[src/rtl/tx_noise_pkg.sv]
// Shared types and default constants for the tx + AWGN run controller.
package tx_noise_pkg;

    typedef enum logic [1:0] {
        IDLE  = 2'd0,
        FLUSH = 2'd1,
        RUN   = 2'd2,
        DONE  = 2'd3
    } state_t;

    localparam int OVERSAMP_DEF  = 4;
    localparam int NBAUD_DEF     = 6;
    localparam int NBT_SIGMA_DEF = 8;
    localparam int NBF_SIGMA_DEF = 7;
    localparam logic signed [NBT_SIGMA_DEF-1:0] SIGMA_RST_DEF = 8'sh1c;

    // Cycles needed to push the first real symbol through the TX filter span.
    function automatic int flush_len(input int nbaud, input int oversamp);
        return nbaud * oversamp;
    endfunction

    localparam int FLUSH_LEN = flush_len(NBAUD_DEF, OVERSAMP_DEF);

endpackage

[src/rtl/tx_phase_cnt.sv]
// Modulo-OVERSAMP oversampling phase counter with a per-symbol baud strobe.
module tx_phase_cnt #(
    parameter int OVERSAMP = 4,
    parameter int NB_PHASE = 2
) (
    input  logic                clk,
    input  logic                i_reset,
    input  logic                en,
    input  logic                clr,
    output logic [NB_PHASE-1:0] phase,
    output logic                baud
);

    always_ff @(posedge clk) begin
        if (i_reset || clr) begin
            phase <= '0;
        end else if (en) begin
            if (phase == NB_PHASE'(OVERSAMP - 1))
                phase <= '0;
            else
                phase <= phase + NB_PHASE'(1);
        end
    end

    assign baud = en && (phase == '0);

endmodule

[src/rtl/tx_noise_seq_ctrl.sv]
// Run controller for the PRBS9 -> TX filter -> AWGN datapath.
// Optional pause input enabled by defining TX_NOISE_CTRL_PAUSE_EN.
module tx_noise_seq_ctrl
    import tx_noise_pkg::*;
#(
    parameter int OVERSAMP  = OVERSAMP_DEF,
    parameter int NB_PHASE  = 2,
    parameter int NBAUD     = NBAUD_DEF,
    parameter int N_LOGS    = 4000000,
    parameter int NB_CNT    = 22,
    parameter int NBT_SIGMA = NBT_SIGMA_DEF,
    parameter logic signed [NBT_SIGMA-1:0] SIGMA_RST = SIGMA_RST_DEF
) (
    input  logic                        clk,
    input  logic                        i_reset,
    input  logic                        i_start,
    input  logic                        i_abort,
`ifdef TX_NOISE_CTRL_PAUSE_EN
    input  logic                        i_pause,
`endif
    input  logic                        i_cfg_valid,
    input  logic signed [NBT_SIGMA-1:0] i_cfg_sigma,
    output logic                        o_cfg_ready,
    output logic signed [NBT_SIGMA-1:0] o_sigma,
    output logic                        o_prbs_en,
    output logic                        o_noise_en,
    output logic                        o_baud_en,
    output logic [NB_PHASE-1:0]         o_phase,
    output logic                        o_log_valid,
    output logic                        o_bit_log_valid,
    output logic [NB_CNT-1:0]           o_sample_cnt,
    output logic                        o_busy,
    output logic                        o_done
);

    localparam int FLUSH_N = flush_len(NBAUD, OVERSAMP);
    localparam int NB_FL   = (FLUSH_N > 1) ? $clog2(FLUSH_N) : 1;

    state_t             state, state_nx;
    logic [NB_FL-1:0]   flush_cnt;
    logic               pause_q;
    logic               active, start_go, clr, flush_last, run_last;

    // Pause is registered so the enables never depend combinationally on an input.
`ifdef TX_NOISE_CTRL_PAUSE_EN
    always_ff @(posedge clk) begin
        if (i_reset || i_abort)
            pause_q <= 1'b0;
        else
            pause_q <= i_pause;
    end
`else
    assign pause_q = 1'b0;
`endif

    assign o_busy          = (state == FLUSH) || (state == RUN);
    assign o_done          = (state == DONE);
    assign o_cfg_ready     = (state == IDLE) || (state == DONE);
    assign active          = o_busy && !pause_q;
    assign o_prbs_en       = active;
    assign o_noise_en      = active;
    assign o_log_valid     = (state == RUN) && !pause_q;
    assign o_bit_log_valid = o_log_valid && (o_phase == '0);

    assign start_go   = o_cfg_ready && i_start && !i_abort;
    assign clr        = i_abort || start_go;
    assign flush_last = (flush_cnt == NB_FL'(FLUSH_N - 1));
    assign run_last   = (o_sample_cnt == NB_CNT'(N_LOGS - 1));

    tx_phase_cnt #(
        .OVERSAMP (OVERSAMP),
        .NB_PHASE (NB_PHASE)
    ) u_phase (
        .clk     (clk),
        .i_reset (i_reset),
        .en      (active),
        .clr     (clr),
        .phase   (o_phase),
        .baud    (o_baud_en)
    );

    always_comb begin
        state_nx = state;
        if (i_abort) begin
            state_nx = IDLE;
        end else begin
            case (state)
                IDLE, DONE: if (i_start) state_nx = FLUSH;
                FLUSH:      if (!pause_q && flush_last) state_nx = RUN;
                RUN:        if (!pause_q && run_last) state_nx = DONE;
                default:    state_nx = IDLE;
            endcase
        end
    end

    always_ff @(posedge clk) begin
        if (i_reset) begin
            state        <= IDLE;
            flush_cnt    <= '0;
            o_sample_cnt <= '0;
            o_sigma      <= SIGMA_RST;
        end else begin
            state <= state_nx;
            if (i_cfg_valid && o_cfg_ready)
                o_sigma <= i_cfg_sigma;
            // Sample count saturates at N_LOGS in DONE because RUN is left on the last sample.
            if (clr) begin
                flush_cnt    <= '0;
                o_sample_cnt <= '0;
            end else if (state == FLUSH && !pause_q) begin
                flush_cnt <= flush_cnt + NB_FL'(1);
            end else if (o_log_valid) begin
                o_sample_cnt <= o_sample_cnt + NB_CNT'(1);
            end
        end
    end

endmodule

[config.mk]
export PLATFORM = sky130hd
export DESIGN_NAME = tx_noise_seq_ctrl
export DESIGN_NICKNAME = d
export VERILOG_FILES = /design/src/rtl/tx_noise_pkg.sv /design/src/rtl/tx_phase_cnt.sv /design/src/rtl/tx_noise_seq_ctrl.sv
export SDC_FILE = /design/constraint.sdc
export NUM_CORES = 1
export LEC_CHECK = 0
export CELL_PAD_IN_SITES_DETAIL_PLACEMENT = 1
export CELL_PAD_IN_SITES_GLOBAL_PLACEMENT = 1
export CORE_ASPECT_RATIO = 2
export CORE_UTILIZATION = 34
export DETAILED_ROUTE_END_ITERATION = 7
export GPL_TIMING_DRIVEN = 0
export PLACE_DENSITY = 0.76
export SETUP_SLACK_MARGIN = 0.5
export SLEW_MARGIN = 20
export SYNTH_ARGS = -nofsm -noshare
export SYNTH_HDL_FRONTEND = slang
export SYNTH_SLANG_ARGS = --single-unit
[constraint.sdc]
create_clock -name clk -period 2.5 [get_ports clk]
set_clock_uncertainty 0.1 [all_clocks]
set_input_delay 0.375 -clock clk [delete_from_list [all_inputs] [get_ports clk]]
set_output_delay 0.375 -clock clk [all_outputs]
set_load 0.01 [all_outputs]
======== Word-level counts from Yosys, hierarchy flattened ========
Cells that the tools add are included.
operators by class
  add/sub/neg operators ................... 3
  multipliers ............................. 0
  div/mod/pow operators ................... 0
  order comparisons ....................... 0
  eq/ne operators ......................... 9
  shifts and indexed selects .............. 0
  mux-type cells .......................... 5
  bitwise operators ....................... 1
  reductions and logical operators ........ 17
operators with widths
  operator                                       number
  adder 22 x 1 -> 22 bit, second input constant  1
  == test 22 bit, second input constant          1
  two-way mux 2 bit                              4
  == test 2 bit, second input constant           3
  one-hot mux 2 bit (3 select lines)             1
  OR reduction 2 bit                             3
  adder 5 x 1 -> 5 bit, second input constant    1
  == test 5 bit, second input constant           1
  logical AND 1 bit                              5
  zero test 2 bit                                2
  logical OR 1 bit                               4
  != test 2 bit, second input constant           2
  AND reduction 3 bit                            1
  adder 2 x 1 -> 2 bit, second input constant    1
  == test 2 x 1 -> 1 bit, second input constant  1
  != test 2 x 1 -> 1 bit, second input constant  1
  AND reduction 2 bit                            1
  zero test 1 bit                                1
  NOT 1 bit                                      1
storage, ports and cells
  register bits after elaboration ......... 39
  bits in latches ......................... 0
  bits in writable memories ............... 0
  memory bits (read-only) ................. 0
  word-level logic and storage cells ...... 40
  memories ................................ 0

======== Longest topological paths before layout ========
Gate-level depths: netlist of the first run.
  word-level depth ........................ 6
  mapped depth ............................ 8
  mapped depth without buffers ............ 7

======== By module ========
A second synthesis of the first run with hierarchy kept.
unflattened totals
  cell total of the unflattened synthesis .. 212
  area total of the unflattened synthesis .. 1,858.0 µm²
by module, submodules not included
  module             instances  cells each  area an instance (µm²)  seq. area each (µm²)
  tx_noise_seq_ctrl  1          200         1,736.7                 740.7
  tx_phase_cnt       1          12          121.4                   40.0

======== Worst setup path after synthesis of the first run ========
OpenSTA, ideal clock, no wires.
  path kind ............................... register -> register
  start ................................... register o_sample_cnt[10]
  end ..................................... register state[1]
  arrival ................................. 2.023 ns
  setup slack ............................. 0.287 ns
  cell stages (with the launch flop) ...... 6
  path through ............................ dfxtp_1 -> or4b_1 -> or4_4 -> o41ai_4 -> a21oi_1 -> a311oi_1
between the ends
  longest elaborated chain between the ends .. 3
ends and longest elaborated chain
  element                           RTL line                  source
  from (decl)                       tx_noise_seq_ctrl.sv:31   output logic [NB_CNT-1:0] o_sample_cnt,
  from (signal assigned)            tx_noise_seq_ctrl.sv:113  o_sample_cnt <= o_sample_cnt + NB_CNT'(1);
  == test 22 bit                    tx_noise_seq_ctrl.sv:68   assign run_last = (o_sample_cnt == NB_CNT'(N_LOGS - 1));
  != test 2 x 1 -> 1 bit (no line)  -
  AND reduction 3 bit (no line)     -
  to (signal assigned)              tx_noise_seq_ctrl.sv:103  state <= state_nx;
  to (decl)                         tx_noise_seq_ctrl.sv:39   state_t state, state_nx;
Every way passes these cells.
A chain may end at the register's enable or synchronous reset.

======== Worst setup path in the final report of the first run ========
  start ................................... register o_sample_cnt[10]
  end ..................................... register state[0]
Same word-level chain as after synthesis.

==> flow_summary.rst, run 1 <==
.. list-table::
   :header-rows: 1

   * - Metric
     - Value
   * - Outcome
     - finished clean
   * - Top achievable clock speed
     - between 400 and 500 MHz
   * - Number of sinks on the clock net
     - 39
   * - Crit path capture type
     - register
   * - Number of H-tree levels
     - 2
   * - Total routing usage reported by global routing
     - 19.3%
   * - Net Switching
     - 0.000317 W
   * - Dpl cell area
     - around 0.0024 sq mm
   * - Layout Nets
     - about 290
   * - Post-route cell area
     - roughly 0.0026 sq mm
   * - Buffer cell driving the clock tree root
     - clkbuf_8
   * - Sequential cell area fraction in the yosys report
     - between 40% and 50%
   * - Post-synthesis cell count
     - 198
   * - Worst Tran Pin Value
     - 0.477 ns
   * - Share of the clock period used by the worst path after layout
     - between 80% and 90%
   * - Dominant synthesized flop cell
     - dfxtp_1
   * - Critical path, cell by cell
     - or4b_4, or4_4, o41ai_4, nor3b_2, o21ba_1
   * - Die ar.
     - between 0.005 and 0.006 sq mm
   * - Power share of the clock group
     - between 30 and 40%
   * - Number of I/O pins
     - 53
   * - Mean cell area of the mapped netlist
     - 8.86 sq um
   * - Routed vias/inst
     - approximately 5
   * - Kind of critical path
     - reg -> reg
   * - Initial standard-cell utilization of the core
     - 35.7%
   * - Gate power share
     - 15.4%
   * - Data required time at the worst endpoint
     - 2.63 ns
   * - Post-synth EDFFs
     - 0
   * - X dimension of the die
     - 52.8 um
   * - Wire length of the first global-routing pass
     - 7890 um
   * - Number of detailed-route iterations in the first pass
     - 3
   * - Antenna Diode Count
     - 0
   * - Routability-driven placement congestion ratio
     - between 0.7 and 0.8
   * - Largest fanout on the critical path
     - 4
   * - Min Tclk post-route
     - around 2.1 ns
   * - Startpoint kind of the worst setup timing path
     - register
   * - Yosys warns
     - 0
   * - Cell variety after synth
     - 34
   * - Number of buffers added by the clock tree synthesis step
     - 5
   * - CP delay by family, top
     - simple AND/OR/NAND/NOR gates
   * - Finish-stage setup viols
     - 0
   * - Clock-pin transition on the worst setup and hold timing paths
     - 0.08 ns
   * - Maximum root-to-sink buffer count
     - 2
   * - Internal power contribution
     - between 0.0009 and 0.001 W
   * - Post-Syn Nets
     - 218
   * - Remaining DRCs
     - 0
   * - Hold Crit Class
     - in -> reg
   * - Cts-stage hold buffer count
     - 0
   * - Pin count of the biggest net entering global routing
     - 12
   * - Total vias in the final route
     - roughly 1600
   * - Number of pins exceeding their max-slew limit in the final report
     - 0
   * - Worst max-slew margin expressed relative to the limit
     - between 60% and 70%
   * - Crit path arrival time
     - approximately 2.3 ns
   * - Detailed Route Iter0 Violations
     - 13
   * - Post-DR wirelength/cell
     - ~14 um
   * - Total length of routed wires
     - between 4000 and 5000 um
   * - Max rail drop VDD
     - between 0.0004 and 0.0005 V
   * - Die height
     - between 100 and 150 um
   * - Final HPWL from detailed placement
     - around 3400 um
   * - Number of buffers added on ports
     - 52
   * - Setup repair after global routing missed its margin
     - yes
   * - Switching share of total power
     - 24.8%
   * - Fraction of power consumed by sequential logic
     - 50.6%
   * - Static leakage
     - roughly 0.99 nW
   * - Number of placement rows
     - 36
   * - Syn-to-layout area delta
     - 47.0%
   * - Combined area of all synthesized cells
     - roughly 0.0018 sq mm
   * - Core occupancy in the finished layout
     - between 50% and 60%
   * - Number of hold violations in the final report
     - 0
   * - Post-detailed-route count of antenna-violating nets
     - 0
   * - Areal power density over the cells
     - 495 mW/mm^2
   * - Antenna violations before repair
     - 0
   * - Slowest stage cell on the critical path
     - or4b_4
   * - Share of post-route cells with drive strength above 1
     - between 10% and 20%
   * - Max-cap viol count
     - 0
   * - Largest stage delay on the critical path
     - about 0.53 ns
   * - Number of synthesized register bits
     - 39
   * - Overflow left after global routing
     - 0
   * - CTS tree
     - yes
   * - Pre-CTS setup slack
     - -0.00791 ns
   * - Clk_lat worst skew
     - around 0.29 ns
   * - Via count of the first global-routing pass
     - 1678
   * - Area of the core
     - between 0.004 and 0.005 sq mm
   * - Worst Slack Setup Final
     - around 0.36 ns
   * - Post-synthesis async set-or-reset flop share
     - 0%
   * - Total power draw
     - between 0.001 and 0.0015 W
   * - Crit path buffers/inverters
     - 0
through the flow:
step                TNS, ns  instances  hold WS (ns)
finish                    0        323         0.346
global route              0        323         0.382
CTS                       0        323         0.367
detailed placement  -0.0271        307         0.352
global placement          0        307         0.341
floorplan                 0        198         0.344
flip-flops by register name (all words and copies together), names as in the netlist:
name	count
state	2
o_sample_cnt	22
u_phase.phase	2
flush_cnt	5
o_sigma	8
layout by cell type, fill, tap and decap left out, types with 2 or more instances in the layout:
cell	instances
ha_1	6
nor4_4	2
a21oi_1	10
nand3b_1	3
dlygate4sd2_1	4
xor2_1	17
and3_1	2
clkdlybuf4s50_1	45
dfxtp_2	4
xnor2_1	7
clkbuf_8	7
nand2_1	24
dfxtp_1	34
inv_2	2
nor2_1	31
clkbuf_1	3
mux2i_1	3
nor3_1	2
inv_1	4
nand4_1	8
buf_4	11
clkbuf_2	3
nand3_1	9
and2_1	2
Yosys cell counts (2+ instances only):
cell / number / area share, %
a21oi_1: 10 / 2.9
nor4_1: 2 / 0.71
and3_1: 2 / 0.71
nand2_1: 24 / 5.1
xnor2_1: 7 / 3.5
and2_1: 2 / 0.71
clkbuf_1: 6 / 1.3
nor3_1: 3 / 0.86
xor2_1: 17 / 8.5
nand3b_1: 3 / 1.3
inv_1: 6 / 1.3
buf_4: 2 / 0.86
nor2_1: 31 / 6.6
dfxtp_1: 39 / 45
nand4_1: 8 / 2.9
mux2i_1: 3 / 1.7
nand3_1: 10 / 2.9
ha_1: 7 / 5.0
worst register-to-register path, stage by stage, from the launching register on:
cell and delay, ns:
dfxtp_4 0.35, or4b_4 0.53, or4_4 0.44, o41ai_4 0.29, nor3b_2 0.22, o21ba_1 0.15
timing repair:
| item | in CTS | in global routing |
|---|---|---|
| setup endpoints to repair | 38 | 21 |
| setup buffers | 9 | 0 |
| gates resized for setup | 23 | 7 |
| pin swaps | 4 | 1 |
layer usage:
layer	global-route usage, %	share of wire [%]	routed length, um	vias up
li1	-	-	-	795
met4	7.33	1.7	81	0
met1	19.2	36	1670	780
met2	36.0	58	2700	48
met5	0	0	0	-
met3	3.96	4.1	190	7
power groups by stage:
stage | Combinational, W | Sequential, W | Clock [W]
after global placement | 0.000184 | 0.000660 | 0
after global routing | 0.000217 | 0.000648 | 0.000475
after floorplan | 0.0000886 | 0.000665 | 0
final | 0.000197 | 0.000646 | 0.000433
after CTS | 0.000201 | 0.000646 | 0.000453
after detailed placement | 0.000187 | 0.000661 | 0
kinds of logic after synthesis:
group | after synthesis | synth area share, %
compound gates | 15 | 6.21
xor+xnor | 24 | 12.0
fa+ha+maj | 7 | 4.99
buf+inv | 15 | 3.71
flops | 39 | 44.5
mux | 3 | 1.71
simple gates | 95 | 26.9
final timing paths:
kind / start / endpoint / slack, ns / depth (start not counted)
max: o_sample_cnt[10]$_SDFFE_PP0P_ / state[0]$_SDFFE_PP0P_ / 0.36 / 5
min: i_reset / o_sigma[7]$_SDFFE_PP0P_ / 0.35 / 2
min reg2reg: o_sigma[1]$_SDFFE_PP0P_ / o_sigma[1]$_SDFFE_PP0P_ / 0.37 / 2
max reg2reg: o_sample_cnt[10]$_SDFFE_PP0P_ / state[0]$_SDFFE_PP0P_ / 0.36 / 5
cell type report:
class | count | area, sq um
fill | 594 | 2330
multi-input combinational | 144 | 965
sequential | 39 | 790
timing repair buffer | 61 | 582
clock buffer | 6 | 82.6
tap | 57 | 71.3
buffer | 9 | 61.3
inverter | 6 | 22.5
clock inverter | 1 | 5.00
No activity file was read; power rests on OpenSTA's default activity.
==> run 2: changes to the inputs <==
--- a/config.mk
+++ b/config.mk
@@ -10,7 +10,6 @@
 export CORE_ASPECT_RATIO = 2
 export CORE_UTILIZATION = 34
 export DETAILED_ROUTE_END_ITERATION = 7
-export GPL_TIMING_DRIVEN = 0
 export PLACE_DENSITY = 0.76
 export SETUP_SLACK_MARGIN = 0.5
 export SLEW_MARGIN = 20
==> run 2 against run 1 <==
Compared with the run above: design area decreased by 0.92%; die area did not move; critical path type unchanged; clock-buffer cell count is 1 lower; power rose by 14%; non-clock buffer count shrank 8; wire length decreased by 5.6%; fmax grew 1.6%; sequential power about the same; core utilization decreased by 0.48 points; critical path depth did not move; final cell count decreased by 2.2%; setup slack better by 0.033 ns.
==> flow_summary.rst, run 2 (synthesized netlist as in run 1, its figures left out) <==
.. list-table::
   :header-rows: 1

   * - Metric
     - Value
   * - Detailed Route Iter0 Violations
     - 23
   * - Largest regs
     - o_sample_cnt (22), o_sigma (8), flush_cnt (5)
   * - Setup repair after global routing missed its margin
     - yes
   * - Register with the most flip-flops
     - o_sample_cnt
   * - Crit path capture type
     - register
   * - X dimension of the die
     - about 53 um
   * - Critical path, cell by cell
     - or4b_1, or4_4, o41ai_4, a21oi_1, a311oi_1
   * - Final setup TNS
     - 0 ns
   * - Crit path buffers/inverters
     - 0
   * - Number of H-tree levels
     - 2
   * - Areal power density over the cells
     - 568 mW/mm^2
   * - Switching share of total power
     - 22.6%
   * - Worst r2r path cells
     - 5
   * - Most common cell after layout, fill and taps aside
     - clkdlybuf4s50_1
   * - Number of pins exceeding their max-slew limit in the final report
     - 0
   * - Crit path arrival time
     - about 2.2 ns
   * - Flip-flop count of the largest register after layout
     - 22
   * - Number of buffers added by the clock tree synthesis step
     - 5
   * - CTS tree
     - yes
   * - Slowest stage cell on the critical path
     - or4b_1
   * - Finish-stage setup viols
     - 0
   * - Outcome
     - finished clean
   * - Initial standard-cell utilization of the core
     - a little over a third
   * - Final HPWL from detailed placement
     - roughly 3300 um
   * - Max-cap viol count
     - 0
   * - Clock-pin transition on the worst setup and hold timing paths
     - 0.08 ns
   * - DR WL met3
     - between 200 and 250 um
   * - Layout Nets
     - ~280
   * - Number of placement rows
     - 36
   * - Destination of the worst register-to-register timing path
     - state[1]$_SDFFE_PP0P_
   * - Static leakage
     - around 0.96 nW
   * - Number of sinks on the clock net
     - 39
   * - Routed vias/inst
     - just over 5
   * - Worst setup path endpoint
     - state[1]$_SDFFE_PP0P_
   * - Antenna violations before repair
     - 0
   * - Number of buffers added on ports
     - 52
   * - Syn-to-layout area delta
     - 45.6%
   * - Startpoint of the most critical setup path
     - o_sample_cnt[10]$_SDFFE_PP0P_
   * - Post-detailed-route count of antenna-violating nets
     - 0
   * - Clk_lat worst skew
     - ~0.30 ns
   * - Data required time at the worst endpoint
     - about 2.6 ns
   * - Fraction of power consumed by sequential logic
     - roughly 45%
   * - Worst max-slew margin expressed relative to the limit
     - between 70% and 80%
   * - Most frequent cells in the layout
     - 45 x clkdlybuf4s50_1, 35 x dfxtp_1, 31 x nor2_1, 24 x nand2_1, 17 x xor2_1
   * - Total routing usage reported by global routing
     - between 15 and 20%
   * - Overflow left after global routing
     - 0
   * - Wire length of the first global-routing pass
     - approximately 7500 um
   * - Internal power contribution
     - approximately 0.0011 W
   * - Pre-CTS setup slack
     - 0.410 ns
   * - Remaining DRCs
     - 0
   * - Total length of routed wires
     - between 4000 and 5000 um
   * - Pin count of the biggest net entering global routing
     - 30
   * - Share of the clock period used by the worst path after layout
     - between 80% and 90%
   * - Launch point of the worst reg-to-reg path
     - o_sample_cnt[10]$_SDFFE_PP0P_
   * - Share of post-route cells with drive strength above 1
     - about an eighth
   * - Sequential Area
     - 788 sq um
   * - Largest stage delay on the critical path
     - 0.51 ns
   * - Number of I/O pins
     - between 50 and 60
   * - Largest fanout on the critical path
     - 5
   * - CP delay by family, top
     - simple AND/OR/NAND/NOR gates
   * - Worst Tran Pin Value
     - between 0.3 and 0.4 ns
   * - Startpoint kind of the worst setup timing path
     - register
   * - Antenna Diode Count
     - 0
   * - Gate power share
     - 11.9%
   * - Detailed-routed wire length on met2
     - roughly 2400 um
   * - Buffer cell driving the clock tree root
     - clkbuf_8
   * - Filler Cell Count
     - approximately 570
   * - Worst Slack Setup Final
     - 0.396 ns
   * - Top achievable clock speed
     - approximately 480 MHz
   * - Total area of multi-input combinational cells
     - 950 sq um
   * - Net Switching
     - around 0.00033 W
   * - WL met1
     - roughly 1600 um
   * - Die ar.
     - between 0.005 and 0.006 sq mm
   * - Hold Crit Class
     - reg -> reg
   * - Die height
     - 104 um
   * - Number of hold violations in the final report
     - 0
   * - Instance count on the critical path
     - 5
   * - Routability-driven placement congestion ratio
     - ~0.75
   * - Min Tclk post-route
     - roughly 2.1 ns
   * - Maximum root-to-sink buffer count
     - 2
   * - Slack of the worst reg-to-reg path
     - a little under 0.4 ns
   * - Via count of the first global-routing pass
     - approximately 1600
   * - Power share of the clock group
     - between 40% and 50%
   * - Highest metal used
     - met4
   * - Max rail drop VDD
     - around 0.00037 V
   * - Area of the core
     - approximately 0.005 sq mm
   * - Kind of critical path
     - reg -> reg
   * - Number of detailed-route iterations in the first pass
     - 4
   * - Total vias in the final route
     - ~1600
   * - Post-DR wirelength/cell
     - roughly 14 um
==> run 2: repair_timing <==
item	CTS	global route
pin swaps	0	2
setup endpoints to repair	12	8
hold endpoints to repair	0	0
gates cloned	0	0
resized for setup	9	6
buffers inserted	1	3
hold buffers	0	0
==> run 2: per-stage QoR <==
| stage | area (sq um) | power (W) | utilization, % | cells | hold slack [ns] |
|---|---|---|---|---|---|
| after floorplan | 1770 | 0.000754 | - | 198 | 0.344 |
| after global placement | 2370 | 0.000837 | 48.2 | 304 | 0.343 |
| after detailed placement | 2370 | 0.000839 | 48.2 | 304 | 0.350 |
| after CTS | 2510 | 0.00147 | 51.2 | 313 | 0.363 |
| after global routing | 2550 | 0.00152 | 52.0 | 316 | 0.381 |
| final | 2550 | 0.00145 | 52.0 | 316 | 0.358 |
==> run 2: how the worst min path moves through the flow <==
stage / start / endpoint / slack, ns / cells after the start
6_report: o_sigma[5]$_SDFFE_PP0P_ / o_sigma[5]$_SDFFE_PP0P_ / 0.36 / 2
3_3_place_gp: o_sigma[7]$_SDFFE_PP0P_ / o_sigma[7]$_SDFFE_PP0P_ / 0.34 / 2
4_1_cts: o_sigma[5]$_SDFFE_PP0P_ / o_sigma[5]$_SDFFE_PP0P_ / 0.36 / 2
3_5_place_dp: o_sigma[5]$_SDFFE_PP0P_ / o_sigma[5]$_SDFFE_PP0P_ / 0.35 / 2
5_1_grt: o_sigma[5]$_SDFFE_PP0P_ / o_sigma[5]$_SDFFE_PP0P_ / 0.38 / 2
2_1_floorplan: i_reset / o_sigma[0]$_SDFFE_PP0P_ / 0.34 / 1
==> run 2: cell type report <==
type                    count  area share (%)
well taps                  57            2.79
clock buffers               5            2.69
flip-flops and latches     39            30.9
inverters                   6           0.881
multi-input cells         144            37.2
clock inverters             3            2.64
repair buffers             62            23.0
==> run 2: power by group through the flow <==
stage / combinational, W / sequential [W] / clock, W
final: 0.000173 / 0.000645 / 0.000632
after CTS: 0.000176 / 0.000647 / 0.000647
after global placement: 0.000177 / 0.000660 / 0
after detailed placement: 0.000179 / 0.000660 / 0
after global routing: 0.000191 / 0.000647 / 0.000680
after floorplan: 0.0000886 / 0.000665 / 0
==> run 2: routing by layer <==
| metal | track usage [%] | up-vias |
|---|---|---|
| met5 | 0 | - |
| met4 | 8.46 | 0 |
| met3 | 4.55 | 6 |
| met2 | 31.5 | 48 |
| met1 | 19.6 | 760 |
| li1 | - | 785 |
==> run 2: worst reg2reg max path, cell delays in order (launching register included) <==
cell	delay, ns
dfxtp_4	0.36
or4b_1	0.51
or4_4	0.44
o41ai_4	0.28
a21oi_1	0.12
a311oi_1	0.20
==> RTL change 1, RTL diff (settings of run 2) <==
The 4 states of `state_t` get a one-hot encoding in 4 bits.
--- a/src/rtl/tx_noise_pkg.sv
+++ b/src/rtl/tx_noise_pkg.sv
@@ -1,11 +1,11 @@
 // Shared types and default constants for the tx + AWGN run controller.
 package tx_noise_pkg;
 
-    typedef enum logic [1:0] {
-        IDLE  = 2'd0,
-        FLUSH = 2'd1,
-        RUN   = 2'd2,
-        DONE  = 2'd3
+    typedef enum logic [3:0] {
+        IDLE  = 4'b0001,
+        FLUSH = 4'b0010,
+        RUN   = 4'b0100,
+        DONE  = 4'b1000
     } state_t;
 
     localparam int OVERSAMP_DEF  = 4;
Function: same outputs for any inputs over 10 cycles, from zero or initial values and one cycle with i_reset high; not proved beyond that.
==> RTL change 1 against run 2 <==
Sequential cell count up 2. Power down 7.2%. Fmax down 0.37%. Hold slack better by 0.019 ns. Critical path depth up 2. Non-clock buffer count up 14. Synthesized area up 10%. Worst setup slack worse by 0.0078 ns. Core utilization up 1.0 points. Routed wire length up 40%. Die area up 10%. Final area up 14%. Count of clock-buffer cells in the layout up 2. Critical endpoint is now o_sample_cnt[15]$_SDFFE_PP0P_. Largest cell class unchanged.
==> RTL change 1: results (changes against run 2) <==
[status]
status=finished clean  ; unchanged

[synthesis]
seq_area_frac_synth_pct=42.35  ; was 44.51%
synth_fp_nets=232  ; was 218
synth_area_leaders=dfxtp_1 42%, nor2_1 5.0%, xor2_1 4.5%  ; was dfxtp_1 45%, xor2_1 8.5%, nor2_1 6.6%
yosys-top-cells-count=41 x dfxtp_1, 26 x nor2_1, 17 x nand2_1  ; was 39 x dfxtp_1, 31 x nor2_1, 24 x nand2_1
synth_cell_type_count=43  ; was 34
syn_inst=215  ; was 198
async_flop_share_pct=0  ; unchanged
ys_warn_count=0  ; unchanged

[placed_design]
dpl_cell_area_um2=2517  ; was 2366 um2
place_hpwl_um=3837  ; was 3287 um
dp_slack_ns=0.2148  ; was 0.4097 ns
gp_congestion=0.7895  ; was 0.7476
io_buffer_count=52  ; unchanged
dp_cells=321  ; was 304

[layout]
buffer_area_share_pct=24.07  ; was 22.97%
drive_gt1_share_pct=22.92  ; was 12.74%
n_all_buffers=76  ; was 62
inv_count=6  ; unchanged
dominant_cells=multi-input gates  ; unchanged
seq_cells=41  ; was 39
reg.largest.list=o_sample_cnt x22, o_sigma x8, flush_cnt x5  ; unchanged
fin_nets=304  ; was 278
n_fill_cell=622  ; was 569
nMultiInputCombCells=157  ; was 144
clk_share_pct=4.012  ; was 5.338%
multi_input_area_um2=1140  ; was 949.7 um2
sh_seq_area_pct=28.82  ; was 30.85%
final.clkbuf_count=7  ; was 5

[detailed_routing]
wirelength_um=6139  ; was 4381 um
drt_first_iter_violations=40  ; was 23
routed-via-count=1936  ; was 1599
via_per_inst=5.563  ; was 5.060

[clocking]
ctsResizeCount=23  ; was 9
clkTransAtPathRegs_ns=0.09
post-cts-setup-buffer-count=16  ; was 1
cts_max_level=2  ; unchanged
cts_root_buf=clkbuf_8  ; unchanged

[power]
p_per_area_nw_per_um2=464.1  ; was 568.0 nW/um2
intPower_mw=1.048  ; was 1.124 mW
peakVddDrop_mv=0.3613  ; was 0.3737 mV
total_power_mw=1.346  ; was 1.451 mW
p_clk_share_pct=42.4  ; was 43.6%
power_leakage_nw=1.058  ; was 0.9578 nW
seq_power_share_pct=49.5  ; was 44.5%

[worst_setup_path]
rr_worst_depth=7  ; was 5
critical_path_arrival_ns=2.25  ; was 2.21 ns

[hold_path]
holdCritPathClass=register to register  ; unchanged
min_path_cells=1  ; was 2

[sta]
fin_tns_setup_ns=0  ; unchanged
relSlewSlack_pct=64.50  ; was 76.26%

[global_route]
grt_max_degree=18  ; was 30
grtUsageTotal_pct=19.86  ; was 18.23%
grt_pass1_wl_um=9425  ; was 7493 um
antenna_found_initial=0  ; unchanged
grt_pass1_vias=1981  ; was 1623

[floorplanning]
nWellTaps=60  ; was 57

-- RTL change 1: cell types whose count changed in the layout (fill, tap and decap cells not counted), moves of 4 or more --
cell,run 2,this run
a21oi_1,10,4
a21oi_2,0,4
and3_1,2,7
buf_4,10,19
dlygate4sd2_1,7,3
mux2i_1,3,8
nand2_1,24,14
nor2_1,31,26
o211ai_1,0,5
o31ai_1,0,4
or4_4,1,7
xor2_1,17,9
-- RTL change 1: worst paths after layout --
| check | slack, ns | from | to |
|---|---|---|---|
| max reg2reg | 0.39 | state[1]$_SDFFE_PP0P_ | o_sample_cnt[15]$_SDFFE_PP0P_ |
| min | 0.38 | o_sigma[3]$_SDFFE_PP1P_ | o_sigma[3]$_SDFFE_PP1P_ |
| max | 0.39 | state[1]$_SDFFE_PP0P_ | o_sample_cnt[15]$_SDFFE_PP0P_ |
| min reg2reg | 0.38 | o_sigma[3]$_SDFFE_PP1P_ | o_sigma[3]$_SDFFE_PP1P_ |
-- RTL change 1: cell families (layout without fill, tap and decap cells) --
kind of cell             Yosys count  after routing  synth area share, %
flip-flops                        41             41                42.35
AO/OA/AOI/OAI                     30             30                10.85
XOR/XNOR                          16             16                7.230
buffers and inverters             18             90                4.389
multiplexers                       8              8                4.132
adder cells (fa/ha/maj)            4              4                2.582
AND/OR/NAND/NOR                   98             99                28.47
-- RTL change 1: layer usage --
layer	vias up	wire length, um	share of wire [%]	GRT usage [%]
met2	77	3503	57	39.85
li1	915	-	-	-
met4	0	223	3.6	7.857
met3	18	227	3.7	2.847
met5	-	0	0	0
met1	926	2184	36	19.90
-- RTL change 1: critical path: stages (launching register included) --
cell and delay [ns]:
dfxtp_4 0.37, or4b_4 0.56, clkinv_8 0.08, buf_12 0.11, nand4_1 0.16, buf_6 0.19, or4_4 0.41, nand2_2 0.07
==> RTL change 2, RTL diff (settings of run 2) <==
Without the edit above. The parameter `N_LOGS` goes from 4000000 to 2097152.
--- a/src/rtl/tx_noise_seq_ctrl.sv
+++ b/src/rtl/tx_noise_seq_ctrl.sv
@@ -6,7 +6,7 @@
     parameter int OVERSAMP  = OVERSAMP_DEF,
     parameter int NB_PHASE  = 2,
     parameter int NBAUD     = NBAUD_DEF,
-    parameter int N_LOGS    = 4000000,
+    parameter int N_LOGS    = 2097152,
     parameter int NB_CNT    = 22,
     parameter int NBT_SIGMA = NBT_SIGMA_DEF,
     parameter logic signed [NBT_SIGMA-1:0] SIGMA_RST = SIGMA_RST_DEF
Function: no difference found for any inputs over 10 cycles, from zero or initial values and one cycle with i_reset high; that may be too few to reach the edited logic, so the function may still have changed.
==> RTL change 2 against run 2 <==
Sequential cell count unchanged. Fmax is 9.7% higher. Worst setup slack improved by 0.19 ns. Synthesized area up 4.5%. Routed wire length grew 7.4%. Final area is 0.39% higher. Critical path type unchanged. Non-clock buffer count decreased by 4. Count of clock-buffer cells in the layout rose by 1. Sequential share of layout area down 0.12 points. Global-route usage is 0.57 points higher. Power fell by 11%. Core utilization decreased by 2.6 points. Cell count increased by 2.2%.
==> RTL change 2: results (changes against run 2) <==
[synthesis]
ys_warn_count=0  ; unchanged
synth_cell_type_count=36  ; was 34
synth_mux_area_share_pct=3.823  ; was 1.712%
avgSynthCellArea_um2=8.687  ; was 8.860 um2
synthAdderAreaFrac_pct=4.778  ; was 4.993%
synth_compound_gate_area_share_pct=9.010  ; was 6.205%
yosys-top-cells-count=39 x dfxtp_1, 34 x nand2_1, 22 x nor2_1  ; was 39 x dfxtp_1, 31 x nor2_1, 24 x nand2_1
synth_fp_nets=231  ; was 218
synth_xor_area_share_pct=6.689  ; was 11.98%
synth_area_leaders=dfxtp_1 43%, nand2_1 7.0%, xor2_1 5.3%  ; was dfxtp_1 45%, xor2_1 8.5%, nor2_1 6.6%
seq_area_frac_synth_pct=42.59  ; was 44.51%

[sta]
holdWs_ns=0.3620  ; was 0.3579 ns
setup_violations=0  ; unchanged
worst_pin_slew_ns=0.3463  ; was 0.3535 ns

[worst_setup_path]
path_delay_family=simple AND/OR/NAND/NOR gates  ; unchanged
crit_path_max_fanout=9  ; was 5
ff2ff_setup_slack_ns=0.58  ; was 0.40 ns
cp_slowest_cell=or4_1  ; was or4b_1
r2r_end=o_sample_cnt[17]$_SDFFE_PP0P_  ; was state[1]$_SDFFE_PP0P_
worstReg2RegStart=state[0]$_SDFFE_PP0P_  ; was o_sample_cnt[10]$_SDFFE_PP0P_
rr_worst_depth=6  ; was 5
critical_path_arrival_ns=2.04  ; was 2.21 ns

[layout]
final_cells=323  ; was 316
n_antenna_cell=0  ; unchanged
drive_gt1_share_pct=10.94  ; was 12.74%
reg.largest.list=o_sample_cnt x22, o_sigma x8, flush_cnt x5  ; unchanged
n_fill_cell=628  ; was 569
fin_nets=285  ; was 278

[global_route]
antenna_found_initial=0  ; unchanged
use_met2_pct=34.66  ; was 31.46%
grt_pass1_vias=1774  ; was 1623
grt_pass1_wl_um=7969  ; was 7493 um
met1_usage_pct=18.94  ; was 19.62%
grt_use_met3_pct=3.319  ; was 4.552%
grt_max_degree=27  ; was 30
grtUsageTotal_pct=18.80  ; was 18.23%

[clocking]
cts_buffers=5  ; unchanged
cts_root_buf=clkbuf_8  ; unchanged

[placed_design]
gp_congestion=0.7951  ; was 0.7476
dp_slack_ns=0.3032  ; was 0.4097 ns
io_buffer_count=52  ; unchanged
dpl_cell_area_um2=2399  ; was 2366 um2
dp_cells=314  ; was 304
place_hpwl_um=3640  ; was 3287 um

[status]
status=finished clean  ; unchanged

[detailed_routing]
drt_first_iter_violations=28  ; was 23
wirelength_um=4704  ; was 4381 um
met1_length_um=1749  ; was 1641 um
top_layer_used=met4  ; unchanged
via_per_inst=5.235  ; was 5.060
wl_met2_um=2674  ; was 2446 um
wl_met3_um=172  ; was 204 um

[hold_path]
min_to=o_sigma[0]$_SDFFE_PP0P_  ; was o_sigma[5]$_SDFFE_PP0P_
hp-start=o_sigma[0]$_SDFFE_PP0P_  ; was o_sigma[5]$_SDFFE_PP0P_
min_path_cells=2  ; unchanged

[power]
peakVddDrop_mv=0.5836  ; was 0.3737 mV
power_leakage_nw=0.9362  ; was 0.9578 nW

-- RTL change 2: cell types whose count changed in the layout (fill, tap and decap cells not counted), moves of 4 or more --
cell,delta
xnor2_1,-4
mux2i_1,+4
nand2_1,+10
o21ai_0,+5
nor2_1,-9
buf_4,-4
xor2_1,-6
nand3_1,-7
or3_1,+4
-- RTL change 2: how the worst max path moves through the flow --
stage                           from                            end  slack [ns]  cells after the start
2_1_floorplan  state[0]$_SDFFE_PP0P_  o_sample_cnt[17]$_SDFFE_PP0P_        0.55                      8
3_3_place_gp   state[0]$_SDFFE_PP0P_  o_sample_cnt[17]$_SDFFE_PP0P_        0.42                      6
3_5_place_dp   state[0]$_SDFFE_PP0P_  o_sample_cnt[17]$_SDFFE_PP0P_        0.30                      6
4_1_cts        state[0]$_SDFFE_PP0P_                         o_busy        0.35                      4
5_1_grt        state[0]$_SDFFE_PP0P_  o_sample_cnt[16]$_SDFFE_PP0P_        0.47                      7
6_report       state[0]$_SDFFE_PP0P_  o_sample_cnt[17]$_SDFFE_PP0P_        0.58                      6
-- RTL change 2: where the power goes --
part           leakage (nW)  switching (mW)  internal, mW
Sequential            0.318         0.00837         0.633
Clock                0.0513           0.211         0.293
Combinational         0.567          0.0700        0.0754
Total                 0.936           0.289          1.00
-- RTL change 2: area by class of cell --
type                       instances  area [um2]  share of cell area (%)
multi-input combinational        155        1017                   39.66
clock inverter                     1       30.03                   1.171
inverter                           6       22.52                  0.8780
clock buffer                       6       72.57                   2.829
sequential                        39       788.3                   30.73
timing repair buffer              58       561.8                   21.90
tap                               58       72.57                   2.829
-- RTL change 2: repair_timing --
| item | in CTS | in global routing |
|---|---|---|
| pin swaps | 0 | 1 |
| setup buffers | 2 | 0 |
| gates resized for setup | 14 | 7 |
| hold buffers | 0 | 0 |
| endpoints found under the setup margin | 18 | 8 |
